File: config.mk
export PLATFORM = sky130hd
export DESIGN_NAME = pc_sequencer
export DESIGN_NICKNAME = d
export VERILOG_FILES = /design/src/rtl/pc_sequencer.sv
export SDC_FILE = /design/constraint.sdc
export NUM_CORES = 1
export LEC_CHECK = 0
export CAP_MARGIN = 10
export CORE_AREA = 2 2 57 59
export CTS_BUF_LIST = sky130_fd_sc_hd__clkbuf_2 sky130_fd_sc_hd__clkbuf_4 sky130_fd_sc_hd__clkbuf_8
export CTS_CLUSTER_DIAMETER = 100
export CTS_CLUSTER_SIZE = 30
export DETAILED_ROUTE_END_ITERATION = 10
export DIE_AREA = 0 0 59 61
export PLACE_DENSITY = 0.84
export SKIP_CTS_REPAIR_TIMING = 1
export SLEW_MARGIN = 20
export SYNTH_ARGS = -nofsm -noshare
export SYNTH_HDL_FRONTEND = slang
export SYNTH_SLANG_ARGS = --single-unit
export TNS_END_PERCENT = 100
File: constraint.sdc
create_clock -name clk -period 2.9 [get_ports clk]
set_input_delay 0.29 -clock clk [delete_from_list [all_inputs] [get_ports clk]]
set_output_delay 0.29 -clock clk [all_outputs]
set_load 0.05 [all_outputs]
File: src/rtl/pc_sequencer.sv
// Instruction sequencer feeding the program counter: fetch, decode, execute
// one 16-bit instruction at a time and issue a single PC command per instruction.
module pc_sequencer #(
    parameter int IW          = 16,
    parameter int AW          = 8,
    parameter int ALU_TIMEOUT = 16
) (
    input  logic          clk,
    input  logic          rst_n,
    input  logic [IW-1:0] mem_dout,
    input  logic          alu_done,
    input  logic          alu_zero,
    output logic          pc_inc,
    output logic          pc_jmp,
    output logic          pc_call,
    output logic          pc_ret,
    output logic [AW-1:0] pc_addr,
    output logic          alu_start,
    output logic [3:0]    alu_op,
    output logic [AW-1:0] alu_operand,
    output logic          halted,
    output logic [2:0]    err
);

    localparam int CW = $clog2(ALU_TIMEOUT);

    localparam logic [3:0] OP_NOP  = 4'h0;
    localparam logic [3:0] OP_ALU  = 4'h1;
    localparam logic [3:0] OP_JMP  = 4'h2;
    localparam logic [3:0] OP_JMPZ = 4'h3;
    localparam logic [3:0] OP_CALL = 4'h4;
    localparam logic [3:0] OP_RET  = 4'h5;
    localparam logic [3:0] OP_HALT = 4'hF;

    typedef enum logic [2:0] {
        S_FETCH,
        S_DECODE,
        S_EXEC,
        S_WAIT,
        S_HALT
    } state_t;

    state_t        state_q, state_d;
    logic [IW-1:0] ir_q, ir_d;
    logic          zflag_q, zflag_d;
    logic          call_q, call_d;
    logic [2:0]    err_q, err_d;
    logic [CW-1:0] cnt_q, cnt_d;
    logic [3:0]    opc;

    assign opc         = ir_q[IW-1:IW-4];
    assign alu_op      = ir_q[11:8];
    assign alu_operand = ir_q[AW-1:0];
    assign halted      = (state_q == S_HALT);
    assign err         = err_q;

    // Pulses are decoded from the registered state so each lasts exactly one cycle.
    always_comb begin
        state_d   = state_q;
        ir_d      = ir_q;
        zflag_d   = zflag_q;
        call_d    = call_q;
        err_d     = err_q;
        cnt_d     = cnt_q;
        pc_inc    = 1'b0;
        pc_jmp    = 1'b0;
        pc_call   = 1'b0;
        pc_ret    = 1'b0;
        pc_addr   = '0;
        alu_start = 1'b0;
        unique case (state_q)
            S_FETCH: state_d = S_DECODE;
            S_DECODE: begin
                ir_d    = mem_dout;
                state_d = S_EXEC;
            end
            S_EXEC: begin
                state_d = S_FETCH;
                case (opc)
                    OP_NOP: pc_inc = 1'b1;
                    OP_ALU: begin
                        alu_start = 1'b1;
                        cnt_d     = '0;
                        state_d   = S_WAIT;
                    end
                    OP_JMP: begin
                        pc_jmp  = 1'b1;
                        pc_addr = ir_q[AW-1:0];
                    end
                    OP_JMPZ: begin
                        if (zflag_q) begin
                            pc_jmp  = 1'b1;
                            pc_addr = ir_q[AW-1:0];
                        end else begin
                            pc_inc = 1'b1;
                        end
                    end
                    OP_CALL: begin
                        pc_call = 1'b1;
                        pc_addr = ir_q[AW-1:0];
                        if (call_q) err_d[1] = 1'b1;
                        call_d = 1'b1;
                    end
                    OP_RET: begin
                        pc_ret = 1'b1;
                        if (!call_q) err_d[1] = 1'b1;
                        call_d = 1'b0;
                    end
                    OP_HALT: state_d = S_HALT;
                    default: begin
                        pc_inc   = 1'b1;
                        err_d[0] = 1'b1;
                    end
                endcase
            end
            S_WAIT: begin
                if (alu_done) begin
                    zflag_d = alu_zero;
                    pc_inc  = 1'b1;
                    state_d = S_FETCH;
                end else if (cnt_q == CW'(ALU_TIMEOUT - 1)) begin
                    pc_inc   = 1'b1;
                    err_d[2] = 1'b1;
                    state_d  = S_FETCH;
                end else begin
                    cnt_d = cnt_q + CW'(1);
                end
            end
            S_HALT: state_d = S_HALT;
            default: state_d = S_FETCH;
        endcase
    end

    always_ff @(posedge clk or negedge rst_n) begin
        if (!rst_n) begin
            state_q <= S_FETCH;
            ir_q    <= '0;
            zflag_q <= 1'b0;
            call_q  <= 1'b0;
            err_q   <= '0;
            cnt_q   <= '0;
        end else begin
            state_q <= state_d;
            ir_q    <= ir_d;
            zflag_q <= zflag_d;
            call_q  <= call_d;
            err_q   <= err_d;
            cnt_q   <= cnt_d;
        end
    end

endmodule

==> Yosys cells after proc, flatten, opt, wreduce, memory -nomap -nowiden <==
Index checks and enable logic that the tools add are counted.
{ "totals": {"reg_bits": 28, "elab_cells": 70, "out_inout_bits": 29, "input_bits": 20} }
{ "op_classes": {"muxes": 29, "eq_ne": 17, "n_addsub": 1, "reduce_logical": 13, "n_bitwise": 2} }
{ "op_table": {"columns": ["op", "count"], "rows": [
  ["$mux W8", 2],
  ["$pmux W8 S2", 1],
  ["$pmux W3 S5", 1],
  ["$mux W1", 13],
  ["$mux W4", 3],
  ["$pmux W1 S2", 5],
  ["$eq A4 B2 Y1 const B", 2],
  ["$eq A4 B3 Y1 const B", 2],
  ["$eq A4 B4 Y1 const B", 2],
  ["$ne A2 B2 Y1 const B", 4],
  ["$pmux W4 S2", 1],
  ["$reduce_and A4 Y1", 2],
  ["$reduce_or A7 Y1", 1],
  ["$eq A3 B2 Y1 const B", 2],
  ["$mux W3", 2],
  ["$pmux W3 S2", 1],
  ["$reduce_and A2 Y1", 3],
  ["$reduce_or A5 Y1", 1],
  ["$add A4 B1 Y4 const B", 1],
  ["$eq A4 B1 Y1 const B", 1],
  ["$logic_not A4 Y1", 1],
  ["$reduce_bool A2 Y1", 2],
  ["$eq A3 B1 Y1 const B", 1],
  ["$eq A3 B3 Y1 const B", 1],
  ["6 further kinds", 7]
]} }

==> Longest topological paths before layout <==
{ "logic_depth": {"ltp_word": 4, "mapped_depth": 5, "mapped_depth_nobuf": 5} }

==> Worst setup path after synthesis <==
OpenSTA, ideal clock, no wires.
{ "synth_timing": {"path_kind": "reg-to-output", "startpoint": "reg ir_q[12]", "endpoint": "out pc_inc", "setup_slack_ns": -0.721, "stages_incl_launch_ff": 5, "path_buffers": 0, "arrival_ns": 3.331, "path_cell_list": "dfrtp_1 inv_1 o211ai_1 o211ai_1 a2111oi_0"} }
{ "synth_between": {"elab_chain_len": 4, "elab_cells_between_ends": 9, "cone_classes": "eq/ne (6); mux (2); reduce/logical (1)"} }
{ "synth_lines": {"columns": ["element", "line", "source"], "rows": [
  ["from (decl)", "44", "logic [IW-1:0] ir_q, ir_d;"],
  ["from (signal assigned)", "144", "ir_q <= ir_d;"],
  ["$eq A4 B3 Y1, or another cell as far along", "79", "case (opc)"],
  ["$reduce_or A5 Y1 (no line)", null, null],
  ["$pmux W1 S2 (*)", "79", null],
  ["$pmux W1 S2 (*)", "71", "unique case (state_q)"],
  ["to (decl)", "13", "output logic pc_inc,"]
]} }
Mark *: on every way between the ends. The rest lies on a longest branch, timed or not.

==> Worst setup path in the final report <==
{ "layout_timing": {"startpoint": "reg ir_q[13]", "endpoint": "out alu_start"} }
{ "layout_between": {"elab_chain_len": 3} }
{ "layout_lines": {"columns": ["element", "line", "source"], "rows": [
  ["$eq A4 B1 Y1", "79", null],
  ["$mux W1", "79", null],
  ["$mux W1", "71", null],
  ["to (decl)", "18", "output logic alu_start,"]
]} }
Every way passes these cells.

==> summary.md <==
| Metric | Value |
|---|---|
| Multi-input logic area | `564 um2` |
| First-pass GRT wire length | `4640 um` |
| Max incr delay on CP | `0.84 ns` |
| Grt ovf | `0` |
| First drt pass iteration count | `6` |
| Starting Density | `46.7%` |
| Worst r2r dst | `call_q` |
| CORE AREA | `0.00295 mm2` |
| Synth Instances | `120` |
| Clk sinks | `28` |
| RSZ-0062 raised after global routing | `false` |
| Net Count, Synth | `141` |
| Max Clock Freq | `369 MHz` |
| Cell variety after synth | `35` |
| Post-synth EDFFs | `0` |
| Die H | `61 um` |
| Hold slack | `0.332 ns` |
| DPL Wire Length | `2120 um` |
| # rows | `20` |
| Pleak | `0.817 nW` |
| Die Footprint | `0.00360 mm2` |
| Initial DRC Count | `43` |
| Reg2Reg Depth | `3` |
| Gr usage total | `17.0%` |
| Routed via count | `1020` |
| CP max FO | `8` |
| YS warnings | `0` |
| Seq cells post-synth | `28` |
| Total CTS buffers | `3` |
| Hold Crit Class | `input port to async pin` |
| Max-slew violations | `0` |
| Routed len/inst | `14.2 um` |
| Final setup violation count | `0` |
| Total inserted antenna cells | `0` |
| Synth Flop Type | `dfrtp_1` |
| Share of the yosys chip area belonging to registers | `50.9%` |
| Vias in the first global route | `1085` |
| Final TNS setup | `0 ns` |
| Setup CP Type | `register to output port` |
| Final worst-path cycle share | `93.4%` |
| R2r startpoint | `state_q[2]` |
| Initial antenna violation count | `0` |
| Clk_lat worst skew | `0.32 ns` |
| Share of layout cells above drive strength 1 | `25.0%` |
| DRC viols | `0` |
| Max Cap Viol | `0` |
| Final antenna-violating net count | `0` |
| Slew @ Worst Pin | `0.504 ns` |
| Netlist Area Pre-Place | `0.00138 mm2` |
| H-Tree Depth | `1` |
| Max_slew headroom | `66.0%` |
| Mean area per synthesized cell | `11.5 um2` |
| IO Port Bufs | `48` |
| Area growth syn-to-layout | `40.7%` |
| CP max-delay cell | `clkdlybuf4s50_1` |
| P per Cell Area | `1090 mW/mm2` |
| Status | `finished, final reports clean` |
| Fin nets | `182` |
| VDD IR-drop max | `0.590 mV` |
| Layout fillers | `246` |
| Max clock buf depth | `2` |
| Via-per-instance ratio | `5.28` |
| Worst clock skew | `0.00639 ns` |
| Die X | `59 um` |
| Arrival time at the worst endpoint | `2.42 ns` |
| FFs w/ async S/R, synth | `100%` |
| Startpoint types | `register` |
| CTS root buffer | `clkbuf_4` |
| Crit-path cells | `or4b_1 -> nor2_2 -> clkdlybuf4s50_1` |
| GPL Wtd Cong | `0.808` |
| Final Util | `65.6%` |
| Clock slew at reported path FFs | `0.15 ns` |
| Final Hold Fails | `0` |
| FF+latch area | `701 um2` |
| Setup crit end kind | `output port` |
| Post-layout min period | `2.71 ns` |
| Largest net degree at the start of global routing | `29` |
| CTS tree | `done` |
| Routed wire length | `2740 um` |
| Worst R2R Setup Slack | `1.13 ns` |
| I/O Pins | `49` |
| Worst Path Required | `2.61 ns` |
registers in the layout (all words and copies together), names as in the netlist:
name     flops
ir_q        16
cnt_q        4
err          3
state_q      3
call_q       1
zflag_q      1
kinds of logic (layout without fill, tap and decap cells):
group	Yosys count	count (layout)	share of synthesized area [%]
compound gates	15	15	7.45
xor+xnor	2	2	1.27
fa+ha+maj	1	1	0.908
buf+inv	19	59	8.63
flops	28	28	50.9
mux	16	16	13.1
simple gates	39	39	17.8
critical path: cells and delay by family (launching register included):
family | cells | cell delay (ns)
and+or+nand+nor | 2 | 0.78
buffers and inverters | 1 | 0.84
DFF | 1 | 0.48
cell type report:
type | instances | share of cell area [%]
Clock buffer | 4 | 1.87
Multi-Input combinational cell | 73 | 29.1
Tap cell | 33 | 2.13
Sequential cell | 28 | 36.2
Timing Repair Buffer | 51 | 30.0
Inverter | 4 | 0.775
worst max-delay path by stage:
stage,cells after the start,startpoint,endpoint,slack [ns]
final,3,ir_q[13],alu_start,0.19
after floorplan,4,state_q[2],pc_ret,0.57
after global routing,3,ir_q[13],alu_start,0.07
after detailed placement,5,ir_q[12],pc_inc,0.44
after CTS,5,ir_q[12],pc_inc,0.04
after global placement,5,ir_q[12],pc_inc,0.49
cells in the mapped netlist, types with 2 or more instances:
library cell,count,area share (%)
mux2_2,16,13
o211ai_1,2,1.1
buf_2,2,0.73
nor3_1,3,1.1
and3_1,2,0.91
nand3_1,2,0.73
a211oi_1,2,1.1
or2_2,2,0.91
o21ai_0,3,1.1
dfrtp_1,28,51
and2_1,9,4.1
nand2_1,3,0.82
inv_1,4,1.1
a21oi_1,2,0.73
or3_1,2,0.91
nor2_1,4,1.1
buf_4,12,6.5
nor2_2,2,0.91
nor3b_1,2,1.1
o21bai_1,3,1.6
power by group:
part           switching, mW  internal (mW)  leakage [nW]
combinational          0.698          0.509         0.461
clock                  0.110         0.0767        0.0210
sequential             0.153          0.564         0.335
metrics by stage:
stage | std cells | power [mW] | cell area [um2] | worst slack, ns
floorplan | 120 | 1.66 | 1380 | 0.565
global placement | 189 | 1.91 | 1900 | 0.489
detailed placement | 189 | 1.95 | 1900 | 0.440
CTS | 193 | 2.14 | 1940 | 0.0428
global route | 193 | 2.24 | 1940 | 0.0720
finish | 193 | 2.11 | 1940 | 0.192
cells in the final DEF, fill, tap and decap left out, drive strengths merged, types with 3 or more instances in the layout:
master	instances
clkdlybuf4s50	37
dfrtp	28
mux2	16
buf	13
and2	9
nor2	6
inv	4
nor3	4
clkbuf	4
o21ai	3
nand2	3
o21bai	3
metal layers:
metal	vias to the layer above	global-route usage (%)	part of all wire, %
met3	2	4.05	6.6
met1	498	21.2	42
met4	0	5.52	0.33
met5	-	0	0
li1	490	-	-
met2	30	29.0	51
Power figures use the tool's default switching activity.
